==> config.mk <==
export PLATFORM = sky130hd
export DESIGN_NAME = audio_mix_sequencer_flat
export DESIGN_NICKNAME = d
export VERILOG_FILES = /design/src/rtl/audio_mix_sequencer_pkg.sv /design/src/rtl/audio_mix_sequencer_if.sv /design/src/rtl/audio_sat.sv /design/src/rtl/audio_mix_sequencer.sv /design/src/flat_wrapper.sv
export SDC_FILE = /design/constraint.sdc
export NUM_CORES = 2
export LEC_CHECK = 0
export ABC_AREA = 1
export BUFFER_PORTS_ARGS = -buffer_cell sky130_fd_sc_hd__buf_2
export CORE_MARGIN = 2
export CORE_UTILIZATION = 51
export CTS_BUF_LIST = sky130_fd_sc_hd__clkbuf_4 sky130_fd_sc_hd__clkbuf_8 sky130_fd_sc_hd__clkbuf_16
export CTS_CLUSTER_DIAMETER = 150
export DETAILED_ROUTE_END_ITERATION = 16
export GPL_TIMING_DRIVEN = 1
export PLACE_DENSITY = 0.68
export SYNTH_ARGS = -nofsm -noshare
export SYNTH_HDL_FRONTEND = slang
export SYNTH_HIERARCHICAL = 1
export SYNTH_SLANG_ARGS = --single-unit
==> constraint.sdc <==
create_clock -name clk -period 11.25 [get_ports clk]
set_input_delay 2.25 -clock clk [delete_from_list [all_inputs] [get_ports clk]]
set_output_delay 2.25 -clock clk [all_outputs]
set_load 0.01 [all_outputs]
==> src/rtl/audio_mix_sequencer_pkg.sv <==
// Shared definitions for the audio mix sequencer: FSM states and gain Q-format constants.
package audio_mix_sequencer_pkg;

  typedef enum logic [1:0] {
    ST_IDLE = 2'd0,
    ST_MAC  = 2'd1,
    ST_SAT  = 2'd2
  } state_t;

  // Gains are Q1.7: the product is shifted right by GAIN_FRAC to return to sample scale.
  localparam int GAIN_FRAC  = 7;
  localparam int GAIN_UNITY = 1 << GAIN_FRAC;

endpackage

==> src/rtl/audio_mix_sequencer_if.sv <==
// Bus bundle between the mix sequencer and its environment (sources, gain writer, DAC path).
interface audio_mix_sequencer_if #(
  parameter int NCH      = 8,
  parameter int SAMPLE_W = 16,
  parameter int GAIN_W   = 8
);
  import audio_mix_sequencer_pkg::*;

  // sample_stb has no ready: busy is the only back-pressure indication, and a strobe
  // seen while busy is dropped and reported by a one-cycle overrun pulse. out_valid
  // is a one-cycle qualifier for audio_l/audio_r, which hold their value otherwise.
  logic                       sample_stb;
  logic [NCH*SAMPLE_W-1:0]    ch_l;
  logic [NCH*SAMPLE_W-1:0]    ch_r;
  logic                       mute;
  logic                       gain_we;
  logic [$clog2(NCH):0]       gain_addr;
  logic [GAIN_W-1:0]          gain_wdata;
  logic signed [SAMPLE_W-1:0] audio_l;
  logic signed [SAMPLE_W-1:0] audio_r;
  logic                       out_valid;
  logic                       busy;
  logic                       overrun;
  state_t                     dbg_state;

  modport slave (
    input  sample_stb, ch_l, ch_r, mute, gain_we, gain_addr, gain_wdata,
    output audio_l, audio_r, out_valid, busy, overrun, dbg_state
  );

  modport master (
    output sample_stb, ch_l, ch_r, mute, gain_we, gain_addr, gain_wdata,
    input  audio_l, audio_r, out_valid, busy, overrun, dbg_state
  );

endinterface

==> src/rtl/audio_sat.sv <==
// Generic signed clamp: narrows a signed IN_W value to OUT_W bits, saturating at the limits.
module audio_sat #(
  parameter int IN_W  = 28,
  parameter int OUT_W = 16
) (
  input  logic signed [IN_W-1:0]  din,
  output logic signed [OUT_W-1:0] dout
);

  logic signed [IN_W-1:0] max_v;
  logic signed [IN_W-1:0] min_v;

  assign max_v = {{(IN_W-OUT_W+1){1'b0}}, {(OUT_W-1){1'b1}}};
  assign min_v = {{(IN_W-OUT_W+1){1'b1}}, {(OUT_W-1){1'b0}}};

  always_comb begin
    dout = din[OUT_W-1:0];
    if (din > max_v)      dout = max_v[OUT_W-1:0];
    else if (din < min_v) dout = min_v[OUT_W-1:0];
  end

endmodule

==> src/rtl/audio_mix_sequencer.sv <==
// Time-multiplexed stereo gain/mix sequencer: one shared multiplier walks L0,R0,L1,R1,...
// per sample strobe, then saturates and emits one stereo sample.
module audio_mix_sequencer
  import audio_mix_sequencer_pkg::*;
#(
  parameter int NCH      = 8,
  parameter int SAMPLE_W = 16,
  parameter int GAIN_W   = 8
) (
  input logic                  clk,
  input logic                  rst_n,
  audio_mix_sequencer_if.slave bus
);

  localparam int IDX_W = $clog2(NCH) + 1;
  localparam int NG    = 2 * NCH;
  localparam int ACC_W = SAMPLE_W + GAIN_W + 1 + $clog2(NCH);
  localparam int PRD_W = SAMPLE_W + GAIN_W + 1;
  localparam logic [GAIN_W-1:0]  GAIN_UNITY_V = GAIN_W'(GAIN_UNITY);
  localparam logic [IDX_W-1:0]   IDX_LAST     = IDX_W'(NG - 1);

  state_t state, state_nxt;

  logic [IDX_W-1:0]           idx;
  logic signed [SAMPLE_W-1:0] sh_l [NCH];
  logic signed [SAMPLE_W-1:0] sh_r [NCH];
  logic [GAIN_W-1:0]          gain    [NG];
  logic [GAIN_W-1:0]          sh_gain [NG];
  logic                       sh_mute;
  logic signed [ACC_W-1:0]    acc_l, acc_r;
  logic signed [ACC_W-1:0]    res_l, res_r;
  logic signed [SAMPLE_W-1:0] sat_l, sat_r;
  logic signed [SAMPLE_W-1:0] audio_l_q, audio_r_q;
  logic                       out_valid_q, overrun_q;
  logic signed [SAMPLE_W-1:0] cur_sample;
  logic [GAIN_W-1:0]          cur_gain;
  logic signed [PRD_W-1:0]    product;

  // idx doubles as the gain address {channel, side}, so one counter drives both muxes.
  assign cur_sample = idx[0] ? sh_r[idx[IDX_W-1:1]] : sh_l[idx[IDX_W-1:1]];
  assign cur_gain   = sh_gain[idx];
  assign product    = cur_sample * $signed({1'b0, cur_gain});

  assign res_l = acc_l >>> GAIN_FRAC;
  assign res_r = acc_r >>> GAIN_FRAC;

  audio_sat #(.IN_W(ACC_W), .OUT_W(SAMPLE_W)) u_sat_l (.din(res_l), .dout(sat_l));
  audio_sat #(.IN_W(ACC_W), .OUT_W(SAMPLE_W)) u_sat_r (.din(res_r), .dout(sat_r));

  always_ff @(posedge clk or negedge rst_n) begin
    if (!rst_n) state <= ST_IDLE;
    else        state <= state_nxt;
  end

  always_comb begin
    state_nxt = state;
    case (state)
      ST_IDLE: if (bus.sample_stb) state_nxt = ST_MAC;
      ST_MAC:  if (idx == IDX_LAST) state_nxt = ST_SAT;
      ST_SAT:  state_nxt = ST_IDLE;
      default: state_nxt = ST_IDLE;
    endcase
  end

  always_ff @(posedge clk or negedge rst_n) begin
    if (!rst_n) begin
      idx         <= '0;
      acc_l       <= '0;
      acc_r       <= '0;
      sh_mute     <= 1'b0;
      audio_l_q   <= '0;
      audio_r_q   <= '0;
      out_valid_q <= 1'b0;
      overrun_q   <= 1'b0;
      for (int i = 0; i < NCH; i++) begin
        sh_l[i] <= '0;
        sh_r[i] <= '0;
      end
      for (int g = 0; g < NG; g++) begin
        gain[g]    <= GAIN_UNITY_V;
        sh_gain[g] <= GAIN_UNITY_V;
      end
    end else begin
      out_valid_q <= 1'b0;
      overrun_q   <= bus.sample_stb && (state != ST_IDLE);
      if (bus.gain_we) gain[bus.gain_addr] <= bus.gain_wdata;
      case (state)
        ST_IDLE: begin
          if (bus.sample_stb) begin
            // Non-blocking copy: a same-edge gain write lands in gain[], not in this snapshot.
            for (int i = 0; i < NCH; i++) begin
              sh_l[i] <= bus.ch_l[i*SAMPLE_W +: SAMPLE_W];
              sh_r[i] <= bus.ch_r[i*SAMPLE_W +: SAMPLE_W];
            end
            for (int g = 0; g < NG; g++) sh_gain[g] <= gain[g];
            sh_mute <= bus.mute;
            acc_l   <= '0;
            acc_r   <= '0;
            idx     <= '0;
          end
        end
        ST_MAC: begin
          if (idx[0]) acc_r <= acc_r + ACC_W'(product);
          else        acc_l <= acc_l + ACC_W'(product);
          idx <= idx + 1'b1;
        end
        ST_SAT: begin
          audio_l_q   <= sh_mute ? '0 : sat_l;
          audio_r_q   <= sh_mute ? '0 : sat_r;
          out_valid_q <= 1'b1;
        end
        default: ;
      endcase
    end
  end

  assign bus.audio_l   = audio_l_q;
  assign bus.audio_r   = audio_r_q;
  assign bus.out_valid = out_valid_q;
  assign bus.overrun   = overrun_q;
  assign bus.busy      = (state != ST_IDLE);
  assign bus.dbg_state = state;

endmodule
==> src/flat_wrapper.sv <==
// flat-port wrapper written by rule: the top's interface ports become plain ports
module audio_mix_sequencer_flat import audio_mix_sequencer_pkg::*;
#(
  parameter int NCH      = 8,
  parameter int SAMPLE_W = 16,
  parameter int GAIN_W   = 8
)
  (clk, rst_n, bus_sample_stb, bus_ch_l, bus_ch_r, bus_mute, bus_gain_we, bus_gain_addr, bus_gain_wdata, bus_audio_l, bus_audio_r, bus_out_valid, bus_busy, bus_overrun, bus_dbg_state);
  audio_mix_sequencer_if #(.NCH(NCH), .SAMPLE_W(SAMPLE_W), .GAIN_W(GAIN_W)) bus_i ();
  input logic clk;
  input logic rst_n;
  input wire logic [$bits(bus_i.sample_stb)-1:0] bus_sample_stb;
  input wire logic [$bits(bus_i.ch_l)-1:0] bus_ch_l;
  input wire logic [$bits(bus_i.ch_r)-1:0] bus_ch_r;
  input wire logic [$bits(bus_i.mute)-1:0] bus_mute;
  input wire logic [$bits(bus_i.gain_we)-1:0] bus_gain_we;
  input wire logic [$bits(bus_i.gain_addr)-1:0] bus_gain_addr;
  input wire logic [$bits(bus_i.gain_wdata)-1:0] bus_gain_wdata;
  output wire logic [$bits(bus_i.audio_l)-1:0] bus_audio_l;
  output wire logic [$bits(bus_i.audio_r)-1:0] bus_audio_r;
  output wire logic [$bits(bus_i.out_valid)-1:0] bus_out_valid;
  output wire logic [$bits(bus_i.busy)-1:0] bus_busy;
  output wire logic [$bits(bus_i.overrun)-1:0] bus_overrun;
  output wire logic [$bits(bus_i.dbg_state)-1:0] bus_dbg_state;
  assign bus_i.sample_stb = bus_sample_stb;
  assign bus_i.ch_l = bus_ch_l;
  assign bus_i.ch_r = bus_ch_r;
  assign bus_i.mute = bus_mute;
  assign bus_i.gain_we = bus_gain_we;
  assign bus_i.gain_addr = bus_gain_addr;
  assign bus_i.gain_wdata = bus_gain_wdata;
  assign bus_audio_l = bus_i.audio_l;
  assign bus_audio_r = bus_i.audio_r;
  assign bus_out_valid = bus_i.out_valid;
  assign bus_busy = bus_i.busy;
  assign bus_overrun = bus_i.overrun;
  assign bus_dbg_state = bus_i.dbg_state;
  audio_mix_sequencer #(.NCH(NCH), .SAMPLE_W(SAMPLE_W), .GAIN_W(GAIN_W)) u_core (.clk(clk), .rst_n(rst_n), .bus(bus_i));
endmodule
; ---- Yosys cells after proc, flatten, opt, wreduce, memory -nomap -nowiden
; Index checks and enable logic that the tools add are counted.
[classes]
muxes = 30
n_lt_le_gt_ge = 8
reduce_logical = 10
add_sub_neg = 3
eq_ne = 7
n_mul = 1
n_bitwise = 3
[ops]
columns = op, count
row1 = $mux 16, 11
row2 = $bwmux 128, 1
row3 = $pmux 28 s2, 2
row4 = $bmux 16 s3, 2
row5 = $mux 28, 3
row6 = $add 28x25->28, 2
row7 = $gt 21x16->1 const B, 2
row8 = $lt 21x16->1 const B, 2
row9 = $bmux 8 s4, 1
row10 = $demux 8 s4, 1
row11 = $mul 16x9->25, 1
row12 = $mux 8, 3
row13 = $ge 5x5->1 const B, 2
row14 = $not 4->5, 2
row15 = $pmux 4 s2, 1
row16 = $reduce_and 2->1, 3
row17 = $reduce_and 3->1, 2
row18 = $lt 5x1->1 const B, 1
row19 = $add 4x1->4 const B, 1
row20 = $eq 4x4->1 const B, 1
row21 = $ge 4x4->1 const B, 1
row22 = $mux 2, 2
row23 = $mux 4, 1
row24 = $ne 2x1->1 const B, 2
row25 = other kinds (9), 12
[totals]
ff_bits = 609
out_inout_bits = 37
input_bits = 273

; ---- Longest topological paths before layout
[logic_depth]
ltp_word = 9
ltp_mapped = 43
mapped_depth_nobuf = 40

; ---- Modules after synthesis
; Netlist, hierarchy kept.
[by_module_without_submodules]
columns = mod, seq_area_each_um2, area_each_um2, instances, cells_per_inst
row1 = audio_mix_sequencer, 15279.7, 34231.6, 1, 4371
row2 = audio_sat, 0.0, 261.5, 2, 57

; ---- Worst setup path after synthesis
; OpenSTA, ideal clock, no wires.
[synth_timing]
kind = reg-to-reg
from = register u_core.idx[1]
to = register u_core.acc_r[26]
setup_time_ns = 0.123
n_path_buf = 3
arrival_time_ns = 6.157
t_required_ns = 11.127
slack_ns = 4.970
path_stages_with_launch = 37
cell_sequence = dfrtp_1 buf_6 buf_8 buf_4 nor2_1 o22ai_1 o211ai_1 nand2_1 nand2_1 inv_1 fa_1 inv_1 fa_1 inv_1 fa_1 inv_1 fa_1 inv_1 ha_1 a21oi_1 inv_1 a31oi_1 nor2_1 nor3_1 nand3_1 nand2_1 nand2_1 ha_1 nand2_1 nor3_1 nand2_1 nor4_1 nand2_1 nand2_1 a21oi_1 o21ai_0 nand2_1
[synth_via]
elab_chain_len = 9
elab_cells_between_ends = 16
cone_classes = add/sub (1) / mul (1) / mux (12) / bitwise (2)
[synth_lines]
columns = element, line_no
row1 = "start, declared", audio_mix_sequencer.sv:24  ; logic [IDX_W-1:0] idx;
row2 = "start signal, assigned", audio_mix_sequencer.sv:105  ; idx <= idx + 1'b1;
row3 = $not 3->4 (implied by the code), audio_mix_sequencer.sv:40  ; assign cur_sample = idx[0] ? sh_r[idx[IDX_W-1:1]] : sh_l[idx[IDX_W-1:1]];
row4 = $bmux 16 s3, audio_mix_sequencer.sv:40
row5 = $mux 16 (implied by the code) (2 in series), audio_mix_sequencer.sv:40
row6 = $mux 16, audio_mix_sequencer.sv:40
row7 = $mul 16x9->25 *, audio_mix_sequencer.sv:42  ; assign product = cur_sample * $signed({1'b0, cur_gain});
row8 = $add 28x25->28 *, audio_mix_sequencer.sv:103  ; if (idx[0]) acc_r <= acc_r + ACC_W'(product);
row9 = $mux 28 *, audio_mix_sequencer.sv:103
row10 = $pmux 28 s2 *, audio_mix_sequencer.sv:87  ; case (state)
row11 = "end signal, assigned", audio_mix_sequencer.sv:103
row12 = "end, declared", audio_mix_sequencer.sv:30  ; logic signed [ACC_W-1:0] acc_l, acc_r;
; Mark *: on every way between the ends. The rest lies on a longest branch, timed or not. The select of a mux whose other input is x is not followed.
; A chain may end at the register's enable or synchronous reset.

; ---- Worst setup path in the final report
[layout_timing]
from = register u_core.idx[1]
to = register u_core.acc_l[25]
[layout_via]
elab_chain_len = 9
elab_cells_between_ends = 16
cone_classes = add/sub (1) / mul (1) / mux (12) / bitwise (2)
[layout_lines]
columns = element, line_no
row1 = $not 3->4 (implied by the code), audio_mix_sequencer.sv:40
row2 = $bmux 16 s3, audio_mix_sequencer.sv:40
row3 = $mux 16 (implied by the code) (2 in series), audio_mix_sequencer.sv:40
row4 = $mux 16, audio_mix_sequencer.sv:40
row5 = $mul 16x9->25 *, audio_mix_sequencer.sv:42
row6 = $add 28x25->28 *, audio_mix_sequencer.sv:104  ; else acc_l <= acc_l + ACC_W'(product);
row7 = $mux 28 *, audio_mix_sequencer.sv:103
row8 = $pmux 28 s2 *, audio_mix_sequencer.sv:87
row9 = "end signal, assigned", audio_mix_sequencer.sv:104
row10 = "end, declared", audio_mix_sequencer.sv:30
; Marked as above.

==> out/results.tsv <==
stage	metric	value	unit
setup_path	crit_top_cell	nand2_1	
sta	slew_headroom	0.235	
synth	synthCells	4485	
synth	synth_edf_count	0	
grt	grtUsageTotal	0.302	
clocking	root_buffer	clkbuf_16	
final_layout	nets	5148	
grt	grt_pass1_vias	30000	
setup_path	crit_buf_inv	6	
run	maxCapViolations	0	
setup_path	cp.required	11730	ps
clocking	clock_path_buffers	3	
synth	synth_flop_cell	dfrtp_1	
clocking	cts_resized	0	
sta	finalCritPeriodShare	0.787	
sta	fin_ws	2400	ps
sta	rsz0062_at_grt	false	
synth	synth_fp_nets	4967	
clocking	cts.htree.levels	3	
final_layout	finalNonFillerCells	5596	
placement	gp_congestion	0.938	
placement	dpl-instance-area	36500	sq um
setup_path	crit_path_top_delay_cell	dfrtp_4	
grt	grt_overflow	0	
final_layout	nFillCells	6264	
sta	clock.fmax	113	MHz
die	core_area	67300	sq um
synth	synthTopCellsByArea	dfrtp_1 (42%), nand2_1 (19%), o21ai_0 (6.3%)	
placement	place_inst	5469	
routing	drt-initial-drc-count	2940	
synth	yosysWarnings	6	
sta	clock_skew	48.4	ps
sta	period_needed	8850	ps
setup_path	cp_max_fo	86	
sta	hold_viol	0	
placement	dp_slack	2490	ps
setup_path	critPathMaxStageDelay	980	ps
die	die_w	265	um
worst_hold_path	hold_path_class	flip-flop to flip-flop	
routing	drtAntennaViolNets	0	
clocking	cts_setup_buffers	0	
routing	drc	0	
status	status	completed	
routing	wl	105000	um
routing	via_per_inst	5.47	
synth	yosysMostFrequentCell	nand2_1	
sta	drv_slew	0	
sta	tightest_slew	1150	ps
setup_path	worstPathArrival	9330	ps
setup_path	cp-end-kind	flip-flop	
die	ios	310	
clocking	path_clk_slew	60	ps
sta	setup-violations-final	0	
routing	wire_per_inst	18.7	um
final_layout	fin_area	38900	sq um
grt	antenna_found_initial	5	
routing	dr.pass1.iters	6	
synth	syn_area_per_cell	7.75	sq um
sta	tns	0	ps
clocking	cts_sinks	609	
routing	num_vias	30600	
die	fp.dieH	265	um
die	start_util	0.517	
grt	grt_pass1_wl	167000	um
clocking	cts_hold_buffers	0	
synth	yosys.area.top_type	dfrtp_1	
die	rows	95	
clocking	cts_made_buffers	68	
synth	ys_seq_elements	609	
setup_path	critPathLaunchType	flip-flop	
synth	async_reset_ff_frac	1.00	
clocking	cts_tree	yes	
placement	dp_hpwl	73100	um
final_layout	drive_above_1_share	0.122	
placement	io_buffers	309	
die	die_area	70300	sq um
grt	grt_max_degree	240	
clocking	clkLatencyLatePin	630	ps
synth	yosys-top-cells-count	nand2_1 (1779), dfrtp_1 (577), o21ai_0 (438), inv_1 (353), nor2_1 (309)	
synth	synth_top_area_share	0.415	
synth	synth.cell_area	34800	sq um
setup_path	worstSetupPathType	flip-flop to flip-flop	
final_layout	syn_to_final_growth	12.0	%
synth	ys_seq_area_frac	0.440	
synth	ys_types	55	
setup_path	crit_family	adder cells	
-- state kept, by name, indices dropped and copies added, names as in the netlist --
register and flops:
u_core/gain 128, u_core/sh_gain 128, u_core/sh_l 128, u_core/sh_r 128, u_core/acc_l 28, u_core/acc_r 28
u_core/bus.audio_l 16, u_core/bus.audio_r 16, u_core/idx 4, u_core/bus.dbg_state 2, u_core/bus.out_valid 1, u_core/bus.overrun 1
u_core/sh_mute 1
-- area by class of cell --
cell class | count | area [sq um] | area share
clock buffer | 101 | 2040 | 0.0523
sequential | 609 | 15300 | 0.393
timing repair buffer | 336 | 1800 | 0.0462
antenna | 3 | 7.51 | 0.000193
multi-input combinational | 3271 | 16800 | 0.433
tap | 873 | 1090 | 0.0281
inverter | 380 | 1440 | 0.0370
clock inverter | 23 | 418 | 0.0107
-- per-layer routing --
| layer | vias to the layer above | wire length, um | GRT usage |
|---|---|---|---|
| met5 | - | 13 | 0 |
| met4 | 2 | 3820 | 0.112 |
| met3 | 197 | 5830 | 0.0329 |
| met2 | 997 | 48300 | 0.483 |
| met1 | 14800 | 46600 | 0.426 |
| li1 | 14600 | - | - |
-- tightest hold or removal path, stage by stage, from the launching register on --
cell and delay [ps]:
dfstp_2 370, nand2_1 50, nand2_1 40
-- through the flow --
step,hold WS [ps],util
after floorplan,437,-
after global placement,448,0.542
after detailed placement,451,0.542
after CTS,461,0.578
after global routing,480,0.579
final,460,0.579
-- path summary, 6_finish.rpt --
| path | from | to | slack (ps) | cells past startpoint |
|---|---|---|---|---|
| worst max register to register | u_core/idx[1] | u_core/acc_l[25] | 2400 | 30 |
| worst min-delay path | u_core/sh_gain[119] | u_core/sh_gain[119] | 460 | 2 |
| max in group asynchronous | rst_n | u_core/sh_gain[26] | 7340 | 3 |
| worst min register to register | u_core/sh_gain[119] | u_core/sh_gain[119] | 460 | 2 |
| worst max-delay path | u_core/idx[1] | u_core/acc_l[25] | 2400 | 30 |
| min in group asynchronous | rst_n | u_core/sh_r[65] | 1630 | 1 |
-- kinds of logic (layout without fill, tap and decap cells) --
family,after synthesis,in the layout,share of synthesized area
adders and majority gates,209,209,0.0977
xor gates and xnor gates,23,23,0.00580
other,0,3,0
buffers and inverters,605,840,0.0759
and+or+nand+nor,2294,2294,0.258
AOI/OAI and AO/OA,745,745,0.123
DFF,609,609,0.440
-- placed cells by master (no fill, tap or decap), types with 4 or more instances in the layout --
cell type,instances
o22ai_1,26
nor2_1,308
nand2_2,29
o31ai_1,9
xnor2_1,5
buf_4,24
o21ai_1,35
nand2_1,1779
clkbuf_8,11
o211ai_2,7
o221ai_1,68
xor2_1,18
nor2_2,4
o21bai_1,8
bufinv_16,7
clkinv_2,8
dfstp_2,32
a31oi_1,5
fa_1,104
nand3_1,121
a21o_1,7
a21boi_0,4
clkbuf_16,69
o21ai_0,438
nor3_1,25
ha_1,105
a21oi_1,101
dfrtp_1,573
nand4_1,10
buf_2,308
inv_1,353
clkinv_16,4
o211ai_1,21
clkbuf_4,21
inv_2,24
Power is not shown: default switching activity piles up to over one toggle a cycle in this logic, so the estimate is an artifact.
